[config.mk]
export PLATFORM = sky130hd
export DESIGN_NAME = wb_write_ctrl_flat
export DESIGN_NICKNAME = d
export VERILOG_FILES = /design/src/rtl/rv_pkg.sv /design/src/rtl/wb_write_ctrl_if.sv /design/src/rtl/wb_load_queue.sv /design/src/rtl/wb_write_ctrl.sv /design/src/flat_wrapper.sv
export SDC_FILE = /design/constraint.sdc
export NUM_CORES = 1
export LEC_CHECK = 0
export BUFFER_PORTS_ARGS = -buffer_cell sky130_fd_sc_hd__buf_2
export CAP_MARGIN = 20
export CORE_AREA = 3 3 131 197
export DETAILED_ROUTE_END_ITERATION = 8
export DIE_AREA = 0 0 134 200
export SLEW_MARGIN = 10
export SYNTH_ARGS = -nofsm -noshare
export SYNTH_HDL_FRONTEND = slang
export SYNTH_SLANG_ARGS = --single-unit
[constraint.sdc]
create_clock -name clk -period 17.6 [get_ports clk]
set_input_delay 4.4 -clock clk [delete_from_list [all_inputs] [get_ports clk]]
set_output_delay 4.4 -clock clk [all_outputs]
set_load 0.01 [all_outputs]
[src/rtl/rv_pkg.sv]
`default_nettype none
// +----------------------------------------------------------------------+
// | Module   : rv_pkg                                                    |
// | Purpose  : Shared RISC-V constants and types for the writeback path  |
// | Revision : 1.0  initial release                                      |
// +----------------------------------------------------------------------+
package rv_pkg;

   localparam int XLEN = 32;

   typedef logic [4:0] reg_idx_t;

   // Load funct3 encodings
   localparam logic [2:0] LB  = 3'b000;
   localparam logic [2:0] LH  = 3'b001;
   localparam logic [2:0] LW  = 3'b010;
   localparam logic [2:0] LBU = 3'b100;
   localparam logic [2:0] LHU = 3'b101;

endpackage
`default_nettype wire

[src/rtl/wb_write_ctrl_if.sv]
`default_nettype none
// +----------------------------------------------------------------------+
// | Module   : wb_write_ctrl_if                                          |
// | Purpose  : ALU/LSU/issue/decode/register-file signals of the         |
// |            writeback controller                                      |
// | Revision : 1.0  initial release                                      |
// +----------------------------------------------------------------------+
interface wb_write_ctrl_if #(
   parameter int XLEN = rv_pkg::XLEN
);
   import rv_pkg::*;

   logic            alu_valid;
   reg_idx_t        alu_rd;
   logic [XLEN-1:0] alu_data;

   logic            lsu_valid;
   logic            lsu_ready;
   reg_idx_t        lsu_rd;
   logic [XLEN-1:0] lsu_data;
   logic [2:0]      lsu_funct3;
   logic [1:0]      lsu_addr_lo;

   logic            iss_valid;
   reg_idx_t        iss_rd;

   reg_idx_t        rs1;
   reg_idx_t        rs2;
   logic            haz1;
   logic            haz2;
   logic [5:0]      pend_cnt;

   logic            WE3;
   reg_idx_t        A3;
   logic [XLEN-1:0] WD3;

   // Producer / consumer side of the controller (pipeline around it)
   modport master (
      output alu_valid, alu_rd, alu_data,
      output lsu_valid, lsu_rd, lsu_data, lsu_funct3, lsu_addr_lo,
      output iss_valid, iss_rd, rs1, rs2,
      input  lsu_ready, haz1, haz2, pend_cnt, WE3, A3, WD3
   );

   // The controller itself
   modport slave (
      input  alu_valid, alu_rd, alu_data,
      input  lsu_valid, lsu_rd, lsu_data, lsu_funct3, lsu_addr_lo,
      input  iss_valid, iss_rd, rs1, rs2,
      output lsu_ready, haz1, haz2, pend_cnt, WE3, A3, WD3
   );

endinterface
`default_nettype wire

[src/rtl/wb_load_queue.sv]
`default_nettype none
// +----------------------------------------------------------------------+
// | Module   : wb_load_queue                                             |
// | Purpose  : Small FIFO for load responses with registered full/empty  |
// | Revision : 1.0  initial release                                      |
// +----------------------------------------------------------------------+
module wb_load_queue #(
   parameter int WIDTH = 37,
   parameter int DEPTH = 4
) (
   input  logic             clk,
   input  logic             rst,
   input  logic             push_i,
   input  logic [WIDTH-1:0] push_data_i,
   input  logic             pop_i,
   output logic [WIDTH-1:0] pop_data_o,
   output logic             full_o,
   output logic             empty_o
);

   localparam int           AW         = $clog2(DEPTH);
   localparam logic [AW:0]  c_FULL_CNT = (AW+1)'(DEPTH);
   localparam logic [AW:0]  c_CNT_ONE  = (AW+1)'(1);

   logic [WIDTH-1:0] mem_q [DEPTH];
   logic [AW-1:0]    wr_ptr_q, rd_ptr_q;
   logic [AW:0]      count_q, count_d;
   logic             full_q, empty_q;
   logic             do_push, do_pop;

   // A push into a full queue is legal only when the head leaves the same cycle
   assign do_pop  = pop_i && !empty_q;
   assign do_push = push_i && (!full_q || do_pop);

   assign pop_data_o = mem_q[rd_ptr_q];
   assign full_o     = full_q;
   assign empty_o    = empty_q;

   // Occupancy after this cycle's push/pop
   always_comb begin
      count_d = count_q;
      case ({do_push, do_pop})
         2'b10:   count_d = count_q + c_CNT_ONE;
         2'b01:   count_d = count_q - c_CNT_ONE;
         default: count_d = count_q;
      endcase
   end

   // Storage array; contents are don't-care while the entry is not counted
   always_ff @(posedge clk) begin
      if (do_push) mem_q[wr_ptr_q] <= push_data_i;
   end

   // Pointers wrap naturally because DEPTH is a power of two
   always_ff @(posedge clk or posedge rst) begin
      if (rst) begin
         wr_ptr_q <= '0;
         rd_ptr_q <= '0;
         count_q  <= '0;
         full_q   <= 1'b0;
         empty_q  <= 1'b1;
      end else begin
         if (do_push) wr_ptr_q <= wr_ptr_q + AW'(1);
         if (do_pop)  rd_ptr_q <= rd_ptr_q + AW'(1);
         count_q <= count_d;
         full_q  <= (count_d == c_FULL_CNT);
         empty_q <= (count_d == '0);
      end
   end

endmodule
`default_nettype wire

[src/rtl/wb_write_ctrl.sv]
`default_nettype none
// +----------------------------------------------------------------------+
// | Module   : wb_write_ctrl                                             |
// | Purpose  : Register-file write port arbiter (ALU over buffered       |
// |            loads), load extension and RAW pending scoreboard         |
// | Revision : 1.0  initial release                                      |
// +----------------------------------------------------------------------+
module wb_write_ctrl #(
   parameter int XLEN     = rv_pkg::XLEN,
   parameter int NREG     = 32,
   parameter int LQ_DEPTH = 4
) (
   input  logic           clk,
   input  logic           rst,
   wb_write_ctrl_if.slave bus
);
   import rv_pkg::*;

   localparam int c_ENTRY_W = $bits(reg_idx_t) + XLEN;

   logic [7:0]           ld_byte;
   logic [15:0]          ld_half;
   logic [XLEN-1:0]      ld_ext;

   logic                 lq_push, lq_pop, lq_full, lq_empty;
   logic [c_ENTRY_W-1:0] lq_head;
   reg_idx_t             head_rd;
   logic [XLEN-1:0]      head_data;

   logic                 we3_q, we3_d;
   reg_idx_t             a3_q, a3_d;
   logic [XLEN-1:0]      wd3_q, wd3_d;

   logic [NREG-1:0]      pend_q, pend_d;
   logic [5:0]           pend_cnt_q, pend_cnt_d;

   // Extend the raw load word by type and byte offset before it is queued
   always_comb begin
      ld_byte = bus.lsu_data[{bus.lsu_addr_lo, 3'b000} +: 8];
      ld_half = bus.lsu_data[{bus.lsu_addr_lo[1], 4'b0000} +: 16];
      case (bus.lsu_funct3)
         LB:      ld_ext = {{(XLEN-8){ld_byte[7]}}, ld_byte};
         LH:      ld_ext = {{(XLEN-16){ld_half[15]}}, ld_half};
         LBU:     ld_ext = {{(XLEN-8){1'b0}}, ld_byte};
         LHU:     ld_ext = {{(XLEN-16){1'b0}}, ld_half};
         LW:      ld_ext = bus.lsu_data;
         default: ld_ext = bus.lsu_data;
      endcase
   end

   // The queue head only drains in cycles the ALU leaves the port free
   assign lq_push       = bus.lsu_valid && !lq_full;
   assign lq_pop        = !bus.alu_valid && !lq_empty;
   assign bus.lsu_ready = !lq_full;
   assign {head_rd, head_data} = lq_head;

   wb_load_queue #(
      .WIDTH (c_ENTRY_W),
      .DEPTH (LQ_DEPTH)
   ) u_lq (
      .clk         (clk),
      .rst         (rst),
      .push_i      (lq_push),
      .push_data_i ({bus.lsu_rd, ld_ext}),
      .pop_i       (lq_pop),
      .pop_data_o  (lq_head),
      .full_o      (lq_full),
      .empty_o     (lq_empty)
   );

   // Select the source for next cycle's write; x0 targets are consumed silently
   always_comb begin
      we3_d = 1'b0;
      a3_d  = '0;
      wd3_d = '0;
      if (bus.alu_valid) begin
         we3_d = (bus.alu_rd != '0);
         a3_d  = bus.alu_rd;
         wd3_d = bus.alu_data;
      end else if (!lq_empty) begin
         we3_d = (head_rd != '0);
         a3_d  = head_rd;
         wd3_d = head_data;
      end
   end

   // Registered register-file write port
   always_ff @(posedge clk or posedge rst) begin
      if (rst) begin
         we3_q <= 1'b0;
         a3_q  <= '0;
         wd3_q <= '0;
      end else begin
         we3_q <= we3_d;
         a3_q  <= a3_d;
         wd3_q <= wd3_d;
      end
   end

   assign bus.WE3 = we3_q;
   assign bus.A3  = a3_q;
   assign bus.WD3 = wd3_q;

   // Clear on commit, then set on issue so a newer producer keeps the bit
   always_comb begin
      pend_d = pend_q;
      if (we3_q) pend_d[a3_q] = 1'b0;
      if (bus.iss_valid && (bus.iss_rd != '0)) pend_d[bus.iss_rd] = 1'b1;
      pend_cnt_d = '0;
      for (int i = 0; i < NREG; i++) pend_cnt_d = pend_cnt_d + 6'(pend_d[i]);
   end

   // Scoreboard state and its population count
   always_ff @(posedge clk or posedge rst) begin
      if (rst) begin
         pend_q     <= '0;
         pend_cnt_q <= '0;
      end else begin
         pend_q     <= pend_d;
         pend_cnt_q <= pend_cnt_d;
      end
   end

   assign bus.pend_cnt = pend_cnt_q;

   // A register being written this cycle is no longer a hazard for decode
   assign bus.haz1 = pend_q[bus.rs1] && (bus.rs1 != '0) && !(we3_q && (a3_q == bus.rs1));
   assign bus.haz2 = pend_q[bus.rs2] && (bus.rs2 != '0) && !(we3_q && (a3_q == bus.rs2));

endmodule
`default_nettype wire

[src/flat_wrapper.sv]
// flat-port wrapper written by rule: the top's interface ports become plain ports
module wb_write_ctrl_flat import rv_pkg::*;
#(
   parameter int XLEN     = rv_pkg::XLEN,
   parameter int NREG     = 32,
   parameter int LQ_DEPTH = 4
)
  (clk, rst, bus_alu_valid, bus_alu_rd, bus_alu_data, bus_lsu_valid, bus_lsu_rd, bus_lsu_data, bus_lsu_funct3, bus_lsu_addr_lo, bus_iss_valid, bus_iss_rd, bus_rs1, bus_rs2, bus_lsu_ready, bus_haz1, bus_haz2, bus_pend_cnt, bus_WE3, bus_A3, bus_WD3);
  wb_write_ctrl_if #(.XLEN(XLEN)) bus_i ();
  input  logic clk;
  input  logic rst;
  input wire logic [$bits(bus_i.alu_valid)-1:0] bus_alu_valid;
  input wire logic [$bits(bus_i.alu_rd)-1:0] bus_alu_rd;
  input wire logic [$bits(bus_i.alu_data)-1:0] bus_alu_data;
  input wire logic [$bits(bus_i.lsu_valid)-1:0] bus_lsu_valid;
  input wire logic [$bits(bus_i.lsu_rd)-1:0] bus_lsu_rd;
  input wire logic [$bits(bus_i.lsu_data)-1:0] bus_lsu_data;
  input wire logic [$bits(bus_i.lsu_funct3)-1:0] bus_lsu_funct3;
  input wire logic [$bits(bus_i.lsu_addr_lo)-1:0] bus_lsu_addr_lo;
  input wire logic [$bits(bus_i.iss_valid)-1:0] bus_iss_valid;
  input wire logic [$bits(bus_i.iss_rd)-1:0] bus_iss_rd;
  input wire logic [$bits(bus_i.rs1)-1:0] bus_rs1;
  input wire logic [$bits(bus_i.rs2)-1:0] bus_rs2;
  output wire logic [$bits(bus_i.lsu_ready)-1:0] bus_lsu_ready;
  output wire logic [$bits(bus_i.haz1)-1:0] bus_haz1;
  output wire logic [$bits(bus_i.haz2)-1:0] bus_haz2;
  output wire logic [$bits(bus_i.pend_cnt)-1:0] bus_pend_cnt;
  output wire logic [$bits(bus_i.WE3)-1:0] bus_WE3;
  output wire logic [$bits(bus_i.A3)-1:0] bus_A3;
  output wire logic [$bits(bus_i.WD3)-1:0] bus_WD3;
  assign bus_i.alu_valid = bus_alu_valid;
  assign bus_i.alu_rd = bus_alu_rd;
  assign bus_i.alu_data = bus_alu_data;
  assign bus_i.lsu_valid = bus_lsu_valid;
  assign bus_i.lsu_rd = bus_lsu_rd;
  assign bus_i.lsu_data = bus_lsu_data;
  assign bus_i.lsu_funct3 = bus_lsu_funct3;
  assign bus_i.lsu_addr_lo = bus_lsu_addr_lo;
  assign bus_i.iss_valid = bus_iss_valid;
  assign bus_i.iss_rd = bus_iss_rd;
  assign bus_i.rs1 = bus_rs1;
  assign bus_i.rs2 = bus_rs2;
  assign bus_lsu_ready = bus_i.lsu_ready;
  assign bus_haz1 = bus_i.haz1;
  assign bus_haz2 = bus_i.haz2;
  assign bus_pend_cnt = bus_i.pend_cnt;
  assign bus_WE3 = bus_i.WE3;
  assign bus_A3 = bus_i.A3;
  assign bus_WD3 = bus_i.WD3;
  wb_write_ctrl #(.XLEN(XLEN), .NREG(NREG), .LQ_DEPTH(LQ_DEPTH)) u_core (.clk(clk), .rst(rst), .bus(bus_i));
endmodule
# Yosys cells after proc, flatten, opt, wreduce, memory -nomap -nowiden
# Memories as Yosys holds them, arrays and structs flattened.
# Cells that the tools add are included.
[word_totals]
out_inout_bits = 47
reg_bits = 85
ramBits = 148
mem_count = 1
[memory_table]
columns = ["memory", "words", "width", "rd", "rd_ports_with_merged_regs", "write_ports", "line", "source"]
rows = [
  ["u_core.u_lq.mem_q", 4, 37, 1, 0, 1, "wb_load_queue.sv:25", "logic [WIDTH-1:0] mem_q [DEPTH];"],
]
[op_classes]
eq_ne = 8
n_reduce_logical = 26
bitwise_logic = 3
mux = 20
n_addsub = 35
n_lt_le_gt_ge = 6
n_shift = 2
[op_table]
columns = ["cell", "count"]
rows = [
  ["$add A6 B1 Y6", 30],
  ["$mux W32", 4],
  ["$pmux W32 S4", 1],
  ["$and A32 B32 Y32", 1],
  ["$not A32 Y32", 1],
  ["$or A32 B32 Y32", 1],
  ["$shiftx A32 B6 Y16", 1],
  ["$shiftx A32 B6 Y8", 1],
  ["$reduce_bool A5 Y1", 5],
  ["$lt A5 B6 Y1 const B", 4],
  ["$logic_and A1 B1 Y1", 13],
  ["$bmux W1 S5", 2],
  ["$demux W1 S5", 2],
  ["$eq A5 B5 Y1", 2],
  ["$ge A5 B1 Y1 const B", 2],
  ["$mux W5", 2],
  ["$eq A3 B3 Y1 const B", 3],
  ["$mux W1", 8],
  ["$logic_not A3 Y1", 2],
  ["$pmux W3 S2", 1],
  ["$logic_not A1 Y1", 5],
  ["$add A2 B1 Y2 const B", 2],
  ["$add A3 B1 Y3 const B", 1],
  ["$eq A3 B1 Y1 const B", 1],
  ["other kinds (5)", 5],
]

# Depth between registers and ports, before layout
# Gate-level depths: netlist (run 1).
[logic_depth]
depth_word = 40
depth_mapped = 22
depth_no_buf = 21

# Cells and area by module
# Synthesis (run 1) repeated with hierarchy kept, for this count alone.
[hier_totals]
hier_cells = 714
hier_area_um2 = 10770.3
[by_module_without_submodules]
columns = ["mod", "seq_area_each_um2", "cells_each", "instances", "area_each_um2"]
rows = [
  ["wb_load_queue", 4670.7, 238, 1, 5841.9],
  ["wb_write_ctrl", 1901.8, 476, 1, 4928.5],
]

# Worst setup path after synthesis (run 1)
# OpenSTA, ideal clock, no wires.
[synth_path]
kind = "input -> output"
start = "in bus_rs2[1]"
end = "out bus_haz2"
path_slack_ps = 7499
arrival_time_ps = 5701
cell_stages = 6
path_cell_list = "buf_2 > mux4_2 > nor2b_1 > a211o_1 > o2111ai_1 > o21ai_0"
[synth_between]
elab_chain_cells = 4
[synth_rtl]
columns = ["element", "line", "source"]
rows = [
  ["start: declaration", "flat_wrapper.sv:23", "input wire logic [$bits(bus_i.rs2)-1:0] bus_rs2;"],
  ["$bmux W1 S5 or $eq A5 B5 Y1 (tied branches)", "wb_write_ctrl.sv:128", "assign bus.haz2 = pend_q[bus.rs2] && (bus.rs2 != '0) && !(we3_q && (a3_q == bus.rs2));"],
  ["$mux W1 (implied by the code) or $logic_and A1 B1 Y1 (tied branches)", "wb_write_ctrl.sv:128", ""],
  ["$logic_and A1 B1 Y1 or $logic_not A1 Y1 (tied branches)", "wb_write_ctrl.sv:128", ""],
  ["$logic_and A1 B1 Y1 (*)", "wb_write_ctrl.sv:128", ""],
  ["end: declaration", "flat_wrapper.sv:26", "output wire logic [$bits(bus_i.haz2)-1:0] bus_haz2;"],
]
# Mark *: on every way between the ends. The rest lies on a longest branch, timed or not. The select of a mux whose other input is x is not followed.

# Worst setup path after layout (run 1)
# Ends and elaborated chain as after synthesis.

==> metrics.txt, run 1 <==
net count of the finished layout=1028; root buf cell=clkbuf_16; initial standard-cell utilization of the core=0.447; initial antenna violation count=1; Post-Place Setup Slack=7280 ps; minimum setup slack among reg-to-reg paths=11340 ps; layout cells sized above 1=0.277; CTS tree=done; timing endpoint of the critical path=bus_haz2; Critical Setup Path Class=in2out; number of cells in the finished layout apart from fillers=1233; number of search-and-repair iterations in the first detailed-routing pass=4; layout filler cell count=2150; status=complete, no violations; critical path arrival=5930 ps; Most used DFF post-synth=edfxtp_1; Post-DRT Antenna Nets=0; core footprint=24300 um2; share of the yosys chip area belonging to registers=0.606; die width=134 um; number of standard-cell rows in the floorplan=70; Placed Cells=1188; number of H-tree levels=1; Avg Synthesized Cell Area=14.4 um2; DP Wirelength=17.7 mm; kind of start point of the critical path=input pin; Netlist cell types=47; HP Class=reg2reg; Worst setup EP type=primary output; number of clock buffers inserted by TritonCTS=24; total of hold buffers inserted after clock tree synthesis=0; synthesized instance count=755; final global-route overflow total=0; number of cell instances on the worst register-to-register path=19; final sum of negative setup slack=0 ps; Setup violations, final=0; DRC violations left=0; final hold viol count=0; final worst setup slack=7270 ps; met3 usage in global routing=0.0281; Max Root-Sink Buffers=3; unrepaired setup endpoints after global routing=no; Syn. warnings=0; net count after synthesis=892; post-detailed-route via-to-cell ratio=5.43; number of buffers inserted by port buffering=145; startpoint of the most critical setup path=bus_rs2[1]; drt initial violations=402; detailed-route wire length per cell=20.7 um; first-pass GRT wire length=40.8 mm; wirelength, routed=25.6 mm; clock latency at the later pin of the worst-skew pair=500 ps; Clock Sink Count=233; clock skew=6.28 ps; number of synthesized flops with an enable pin=148; via count of the first global-routing pass=7326; fmax=96.8 MHz; Placed Area=11900 um2; number of slew-limit violations in the final report=0; Maximum Capacitance Violations=0; full die area=26800 um2; number of buffers inserted by post-CTS setup repair=0; Async SR Flop Fraction=0.365; most common library cell in the layout ignoring fill and taps=edfxtp_1; highest-count cells in the layout ignoring fill and taps=148 x edfxtp_1, 145 x buf_2, 83 x dfrtp_1, 71 x o21ai_0, 69 x inv_1; Final Cell Area=12600 um2; RR Endpoint=u_core.bus.pend_cnt[4]$_DFF_PP0_; synthesized flop and latch total=233; maximum number of pins on one net before global-route repair=65; quantity of gates resized following cts=0; required time worst endpoint=13200 ps; final cycle utilization of the critical path=0.587; met2 routing resource usage after global routing=0.371; reg-to-reg startpoint=u_core.bus.A3[3]$_DFF_PP0_; gpl congestion=0.896; clock period minus final worst setup slack=10330 ps; area growth from synthesis to final layout=16.5%; GR Util met1=0.239; slew at the pin with the worst max-slew slack=1060 ps; total number of vias=6692; worst rel slew slack=0.291; I/O pin cnt=146; Overall Global Routing Usage=0.197; Post-Syn Area=10800 um2; die boundary height=200 um; gr busiest metal=met2; CTS clock-pin slew for the worst setup and hold paths=60 ps; largest fanout on the critical path=8; number of antenna repair diodes=0
==> how the worst min path moves through the flow <==
stage                                          start                               end  slack, ps  cells after the start
floorplan           u_core.u_lq.count_q[2]$_DFF_PP0_  u_core.u_lq.count_q[2]$_DFF_PP0_        450                      1
global placement    u_core.u_lq.count_q[2]$_DFF_PP0_  u_core.u_lq.count_q[2]$_DFF_PP0_        460                      1
detailed placement  u_core.u_lq.count_q[2]$_DFF_PP0_  u_core.u_lq.count_q[2]$_DFF_PP0_        470                      1
CTS                 u_core.u_lq.count_q[2]$_DFF_PP0_  u_core.u_lq.count_q[2]$_DFF_PP0_        480                      1
global route        u_core.u_lq.count_q[2]$_DFF_PP0_  u_core.u_lq.count_q[2]$_DFF_PP0_        510                      1
finish              u_core.u_lq.count_q[2]$_DFF_PP0_  u_core.u_lq.count_q[2]$_DFF_PP0_        480                      1
==> registers in the layout, summed over array words and instances, names as in the netlist, 2 cells and up <==
name,flops
u_core.u_lq.mem_q,148
u_core.bus.pend_cnt,6
u_core.bus.A3,5
u_core.u_lq.count_q,3
u_core.bus.WD3,32
u_core.pend_q,32
u_core.u_lq.rd_ptr_q,2
u_core.u_lq.wr_ptr_q,2
==> cell families (layout without fill, tap and decap cells) <==
group | after synthesis | after routing | synth area share
XOR/XNOR | 18 | 18 | 0.0145
AND/OR/NAND/NOR | 128 | 128 | 0.0579
adder cells (fa/ha/maj) | 38 | 38 | 0.0612
multiplexers | 69 | 69 | 0.122
buffers and inverters | 112 | 266 | 0.0409
flip-flops | 233 | 233 | 0.606
AO/OA/AOI/OAI | 157 | 157 | 0.0974
==> layer usage <==
layer / share of wire / routed length [um]
met2: 0.55 / 14000
met3: 0.045 / 1140
met4: 0.018 / 454
met5: 0.00051 / 13
met1: 0.39 / 9910
==> Yosys cell counts, types with 3 or more instances <==
| master | instances | area (um2) |
|---|---|---|
| nand2b_1 | 6 | 37.5 |
| ha_1 | 13 | 163 |
| or4_1 | 3 | 22.5 |
| o211ai_1 | 4 | 30.0 |
| a2bb2oi_1 | 7 | 61.3 |
| edfxtp_1 | 148 | 4440 |
| buf_1 | 4 | 15.0 |
| o21ai_0 | 71 | 355 |
| o21a_1 | 6 | 45.0 |
| mux2_2 | 6 | 67.6 |
| or3b_2 | 3 | 26.3 |
| buf_2 | 9 | 45.0 |
| inv_1 | 70 | 263 |
| clkbuf_1 | 27 | 101 |
| nor2b_1 | 8 | 50.1 |
| fa_1 | 25 | 500 |
| xnor2_1 | 7 | 61.3 |
| xor2_1 | 11 | 96.3 |
| dfrtp_1 | 84 | 2100 |
| a22oi_1 | 6 | 45.0 |
| mux2i_1 | 14 | 140 |
| nand3b_1 | 12 | 90.1 |
| a21oi_1 | 5 | 25.0 |
| a31oi_1 | 3 | 18.8 |
| nand3_1 | 8 | 40.0 |
| nor2_1 | 18 | 67.6 |
| a22o_1 | 37 | 324 |
| and2_1 | 4 | 25.0 |
| a221oi_1 | 7 | 61.3 |
| nand2_1 | 57 | 214 |
| mux4_2 | 47 | 1060 |
| or3_1 | 4 | 25.0 |
==> area by class of cell <==
class / count / area, um2 / share of cell area
clock buffer: 36 / 687 / 0.0544
clock inverter: 8 / 71.3 / 0.00565
inverter: 70 / 264 / 0.0209
multi-input combinational: 410 / 3840 / 0.304
sequential: 233 / 6570 / 0.521
tap: 324 / 405 / 0.0321
timing repair buffer: 152 / 791 / 0.0626
==> per-stage QoR <==
step,hold WS [ps],util
final,475,0.521
after global routing,509,0.521
after CTS,480,0.520
after detailed placement,470,0.488
after global placement,461,0.488
after floorplan,446,-
==> worst max-delay path, cell delays in order <==
cell       delay, ps
buf_2            230
mux4_2           520
nor2b_1          140
a211o_1          270
o2111ai_1        120
o21ai_0          110
buf_2            140
Power of run 1 is left out: the tool's default activity adds up to more than one toggle a clock period on the data nets, which glitch-free logic cannot reach.
==> inputs of run 2 (changes only) <==
--- a/config.mk
+++ b/config.mk
@@ -5,11 +5,13 @@
 export SDC_FILE = /design/constraint.sdc
 export NUM_CORES = 1
 export LEC_CHECK = 0
+export ABC_AREA = 1
 export BUFFER_PORTS_ARGS = -buffer_cell sky130_fd_sc_hd__buf_2
 export CAP_MARGIN = 20
-export CORE_AREA = 3 3 131 197
+export CORE_AREA = 3 3 134 201
 export DETAILED_ROUTE_END_ITERATION = 8
-export DIE_AREA = 0 0 134 200
+export DIE_AREA = 0 0 137 204
+export PLACE_DENSITY = 0.66
 export SLEW_MARGIN = 10
 export SYNTH_ARGS = -nofsm -noshare
 export SYNTH_HDL_FRONTEND = slang
==> constraint.sdc (replaced) <==
create_clock -name clk -period 9.3 [get_ports clk]
set_input_delay 2.325 -clock clk [delete_from_list [all_inputs] [get_ports clk]]
set_output_delay 2.325 -clock clk [all_outputs]
set_load 0.01 [all_outputs]
==> metrics.txt, run 2 <==
Critical Setup Path Class=in2reg; largest cells by area after synthesis=edfxtp_1 39%, dfrtp_1 19%, o21ai_0 5.3%; final worst setup slack=1630 ps; Worst setup EP type=flop; maximum number of pins on one net before global-route repair=77; Post-Place Setup Slack=1160 ps; Async SR Flop Fraction=0.365; met2 wirelength from detailed routing=15.6 mm; number of search-and-repair iterations in the first detailed-routing pass=5; slew at the pin with the worst max-slew slack=900 ps; total number of vias=8695; most common library cell in the layout ignoring fill and taps=inv_1; initial standard-cell utilization of the core=0.449; status=complete, no violations; highest-count cells in the layout ignoring fill and taps=158 x inv_1, 153 x nand2_1, 148 x edfxtp_1, 145 x buf_2, 121 x o21ai_0; most frequent cell after synthesis=inv_1; area of the multi-input gates=3910 um2; number of buffers inserted by port buffering=145; number of buffers inserted by post-CTS setup repair=0; Placed Cells=1544; Max stage delay cell, worst path=fa_1; I/O pin cnt=146; synthesized flop and latch total=233; area growth from synthesis to final layout=15.6%; Netlist cell types=44; WL met3=2.07 mm; max layer used=met5; gpl congestion=0.968; synthesized instance count=1111; net count of the finished layout=1379; Setup violations, final=0; cell repeated most along the worst path=fa_1; layout filler cell count=2318; number of slew-limit violations in the final report=0; Critical Path, Cell by Cell=buf_2 > inv_1 > nor3_2 > inv_1 > o21ai_0 > ha_1 > fa_1 > inv_1 > fa_1 > inv_1 > fa_1 > fa_1 > fa_1 > inv_1 > fa_1 > fa_1 > fa_1 > o21ai_0 > xor2_1; quantity of gates resized following cts=0; Maximum Capacitance Violations=0; initial antenna violation count=1; final hold viol count=0; number of clock buffers inserted by TritonCTS=23; full die area=27900 um2; die boundary height=204 um; wirelength, routed=30.8 mm; via count of the first global-routing pass=8744; detailed-route wire length per cell=19.4 um; number of standard-cell rows in the floorplan=71; Most used DFF post-synth=edfxtp_1; required time worst endpoint=9730 ps; Synth top cells by count=159 x inv_1, 153 x nand2_1, 148 x edfxtp_1; Overall Global Routing Usage=0.224; clock latency at the later pin of the worst-skew pair=520 ps; core footprint=25200 um2; Syn. warnings=0; Avg Synthesized Cell Area=10.2 um2; number of antenna repair diodes=0; minimum setup slack among reg-to-reg paths=2780 ps; count of buffer and inverter cells on the critical path=6; DP Wirelength=21.3 mm; CTS clock-pin slew for the worst setup and hold paths=60 ps; root buf cell=clkbuf_16; critical path arrival=8100 ps; critical path's top delay family=adder cells; unrepaired setup endpoints after global routing=no; clock skew=11.4 ps; clock period minus final worst setup slack=7670 ps; startpoint of the most critical setup path=bus_iss_rd[0]; final sum of negative setup slack=0 ps; worst rel slew slack=0.400; Clock Sink Count=233; Layout Utilization=0.519; cell taking the most area after synthesis=edfxtp_1; Post-Syn Area=11300 um2; critical hold path startpoint=u_core.u_lq.count_q[0]$_DFF_PP0_; register cell area after layout=6570 um2; drt initial violations=623; Max Root-Sink Buffers=3; flip-flop count of the largest register, all copies and words added=148; HP Class=reg2reg; number of H-tree levels=1; delay of the slowest cell on the worst path=550 ps; number of synthesized flops with an enable pin=148; register with the most flip-flops=u_core.u_lq.mem_q; final cycle utilization of the critical path=0.824; net count after synthesis=1248; CTS tree=done; Post-DRT Antenna Nets=0; reg-to-reg startpoint=u_core.bus.A3[2]$_DFF_PP0_; share of the yosys chip area belonging to registers=0.580; routed length on met1=11.4 mm; layout cells sized above 1=0.174; number of cells in the finished layout apart from fillers=1586; DRC violations left=0; largest fanout on the critical path=6; first-pass GRT wire length=48.1 mm; post-detailed-route via-to-cell ratio=5.48; final global-route overflow total=0; fmax=130 MHz; die width=137 um; post-synth top area share=0.392; total of hold buffers inserted after clock tree synthesis=0; kind of start point of the critical path=input pin
run 2: final timing paths:
kind,to,cells after the start
max in group asynchronous,u_core.u_lq.rd_ptr_q[0]$_DFFE_PP0P_,3
hold / removal,u_core.u_lq.count_q[0]$_DFF_PP0_,1
setup / recovery,u_core.bus.pend_cnt[4]$_DFF_PP0_,19
min in group asynchronous,u_core.bus.WD3[23]$_DFF_PP0_,2
hold reg to reg,u_core.u_lq.count_q[0]$_DFF_PP0_,1
setup reg to reg,u_core.bus.pend_cnt[4]$_DFF_PP0_,18
run 2: final cells by class:
type / count / area share
Multi-Input combinational cell: 662 / 0.299
Clock buffer: 33 / 0.0483
Inverter: 167 / 0.0481
Sequential cell: 233 / 0.502
Tap cell: 328 / 0.0313
Clock inverter: 8 / 0.00889
Timing Repair Buffer: 155 / 0.0627
run 2: per-stage QoR:
stage / hold slack (ps) / instance area (um2)
floorplan: 458 / 11300
global placement: 474 / 12300
detailed placement: 486 / 12300
CTS: 495 / 13100
global route: 523 / 13100
finish: 497 / 13100
run 2: cell families after synthesis:
group	count (synthesis)	synth area share
AOI/OAI and AO/OA	281	0.148
adders and majority gates	38	0.0585
xor gates and xnor gates	12	0.00927
and+or+nand+nor	331	0.127
DFF	233	0.580
buffers and inverters	216	0.0781
run 2: metal layers:
layer / vias to the layer above / track usage
met5: - / 0
met4: 2 / 0.110
met2: 382 / 0.391
met1: 4173 / 0.266
met3: 101 / 0.0323
li1: 4037 / -
Power of run 2 is left out for the same reason.
==> inputs of run 3 (changes only) <==
==> constraint.sdc (replaced) <==
create_clock -name clk -period 6.89 [get_ports clk]
set_input_delay 1.7225 -clock clk [delete_from_list [all_inputs] [get_ports clk]]
set_output_delay 1.7225 -clock clk [all_outputs]
set_load 0.01 [all_outputs]
==> metrics.txt, run 3 (synthesis results as in run 2) <==
HP Class=reg2reg; CTS clock-pin slew for the worst setup and hold paths=60 ps; I/O pin cnt=146; quantity of gates resized following cts=0; DRC violations left=0; Critical Path, Cell by Cell=buf_2 > inv_1 > nor3_4 > inv_1 > o21ai_1 > ha_1 > fa_1 > inv_1 > fa_1 > inv_1 > fa_1 > fa_1 > fa_1 > inv_1 > fa_1 > fa_1 > fa_1 > o21ai_1 > xor2_1; number of standard-cell rows in the floorplan=71; maximum number of pins on one net before global-route repair=77; post-detailed-route via-to-cell ratio=5.39; final cycle utilization of the critical path=0.953; highest-count cells in the layout ignoring fill and taps=158 x inv_1, 153 x nand2_1, 148 x edfxtp_1, 145 x buf_2, 119 x o21ai_0; Critical Setup Path Class=in2reg; net count of the finished layout=1414; core footprint=25200 um2; required time worst endpoint=7320 ps; worst rel slew slack=0.403; status=complete, no violations; most common library cell in the layout ignoring fill and taps=inv_1; critical path arrival=6990 ps; Setup violations, final=0; slew at the pin with the worst max-slew slack=895 ps; die boundary height=204 um; detailed-route wire length per cell=19.1 um; Overall Global Routing Usage=0.221; number of cell instances on the worst register-to-register path=19; DP Wirelength=22.0 mm; Maximum Capacitance Violations=0; area growth from synthesis to final layout=17.9%; gpl congestion=0.963; fmax=152 MHz; final worst setup slack=327 ps; Worst setup EP type=flop; number of cells on the worst hold path=1; number of search-and-repair iterations in the first detailed-routing pass=5; register with the most flip-flops=u_core.u_lq.mem_q; clock latency at the later pin of the worst-skew pair=510 ps; number of buffers inserted by post-CTS setup repair=0; root buf cell=clkbuf_16; Post-DRT Antenna Nets=0; first-pass GRT wire length=47.2 mm; number of clock buffers inserted by TritonCTS=23; number of slew-limit violations in the final report=0; clock period minus final worst setup slack=6560 ps; Post-Place Setup Slack=-267 ps; total number of vias=8740; final global-route overflow total=0; Max stage delay cell, worst path=fa_1; flip-flop count of the largest register, all copies and words added=148; largest fanout on the critical path=2; number of buffers inserted by port buffering=145; final hold viol count=0; kind of start point of the critical path=input pin; number of H-tree levels=1; clock skew=15.5 ps; unrepaired setup endpoints after global routing=no; die width=137 um; initial standard-cell utilization of the core=0.449; wirelength, routed=31.0 mm; via count of the first global-routing pass=8786; Max Root-Sink Buffers=3; drt initial violations=498; Clock Sink Count=233; full die area=27900 um2; initial antenna violation count=3; total of hold buffers inserted after clock tree synthesis=0; delay of the slowest cell on the worst path=540 ps; CTS tree=done; cell repeated most along the worst path=fa_1; layout cells sized above 1=0.200
## run 3: final cells by class
class / count / area (um2)
fill: 2292 / 11900
sequential: 233 / 6570
multi-input combinational: 662 / 3930
timing repair buffer: 190 / 1080
clock buffer: 30 / 642
inverter: 167 / 628
tap: 328 / 410
clock inverter: 11 / 108
antenna: 1 / 2.50
## run 3: metal layers
layer  track usage  wire length (um)
met5             0                 7
met4         0.118              1890
met3        0.0308              1580
met2         0.387             15800
met1         0.259             11800
## run 3: critical path: cells and delay by family
family                     cells  cell delay, ps
AOI/OAI and AO/OA              2             350
xor gates and xnor gates       1             150
buffers and inverters          6             420
and+or+nand+nor                1             180
adders and majority gates      9            4160
## run 3: stage by stage
stage | area, um2 | utilization | hold WS [ps] | std cells | setup TNS, ps
after floorplan | 11300 | - | 458 | 1111 | 0
after global placement | 12600 | 0.499 | 478 | 1579 | -447
after detailed placement | 12600 | 0.499 | 485 | 1579 | -791
after CTS | 13300 | 0.529 | 493 | 1620 | 0
after global routing | 13400 | 0.530 | 530 | 1622 | 0
final | 13400 | 0.530 | 496 | 1622 | 0
## run 3: final timing paths
kind	endpoint	slack (ps)	start
hold / removal	u_core.u_lq.count_q[0]$_DFF_PP0_	500	u_core.u_lq.count_q[0]$_DFF_PP0_
setup reg to reg	u_core.bus.pend_cnt[4]$_DFF_PP0_	630	u_core.bus.A3[2]$_DFF_PP0_
min in group asynchronous	u_core.u_lq.full_o$_DFF_PP0_	1250	rst
setup / recovery	u_core.bus.pend_cnt[4]$_DFF_PP0_	330	bus_iss_rd[0]
hold reg to reg	u_core.u_lq.count_q[0]$_DFF_PP0_	500	u_core.u_lq.count_q[0]$_DFF_PP0_
max in group asynchronous	u_core.u_lq.rd_ptr_q[0]$_DFFE_PP0P_	4450	rst
Power of run 3 is left out for the same reason.
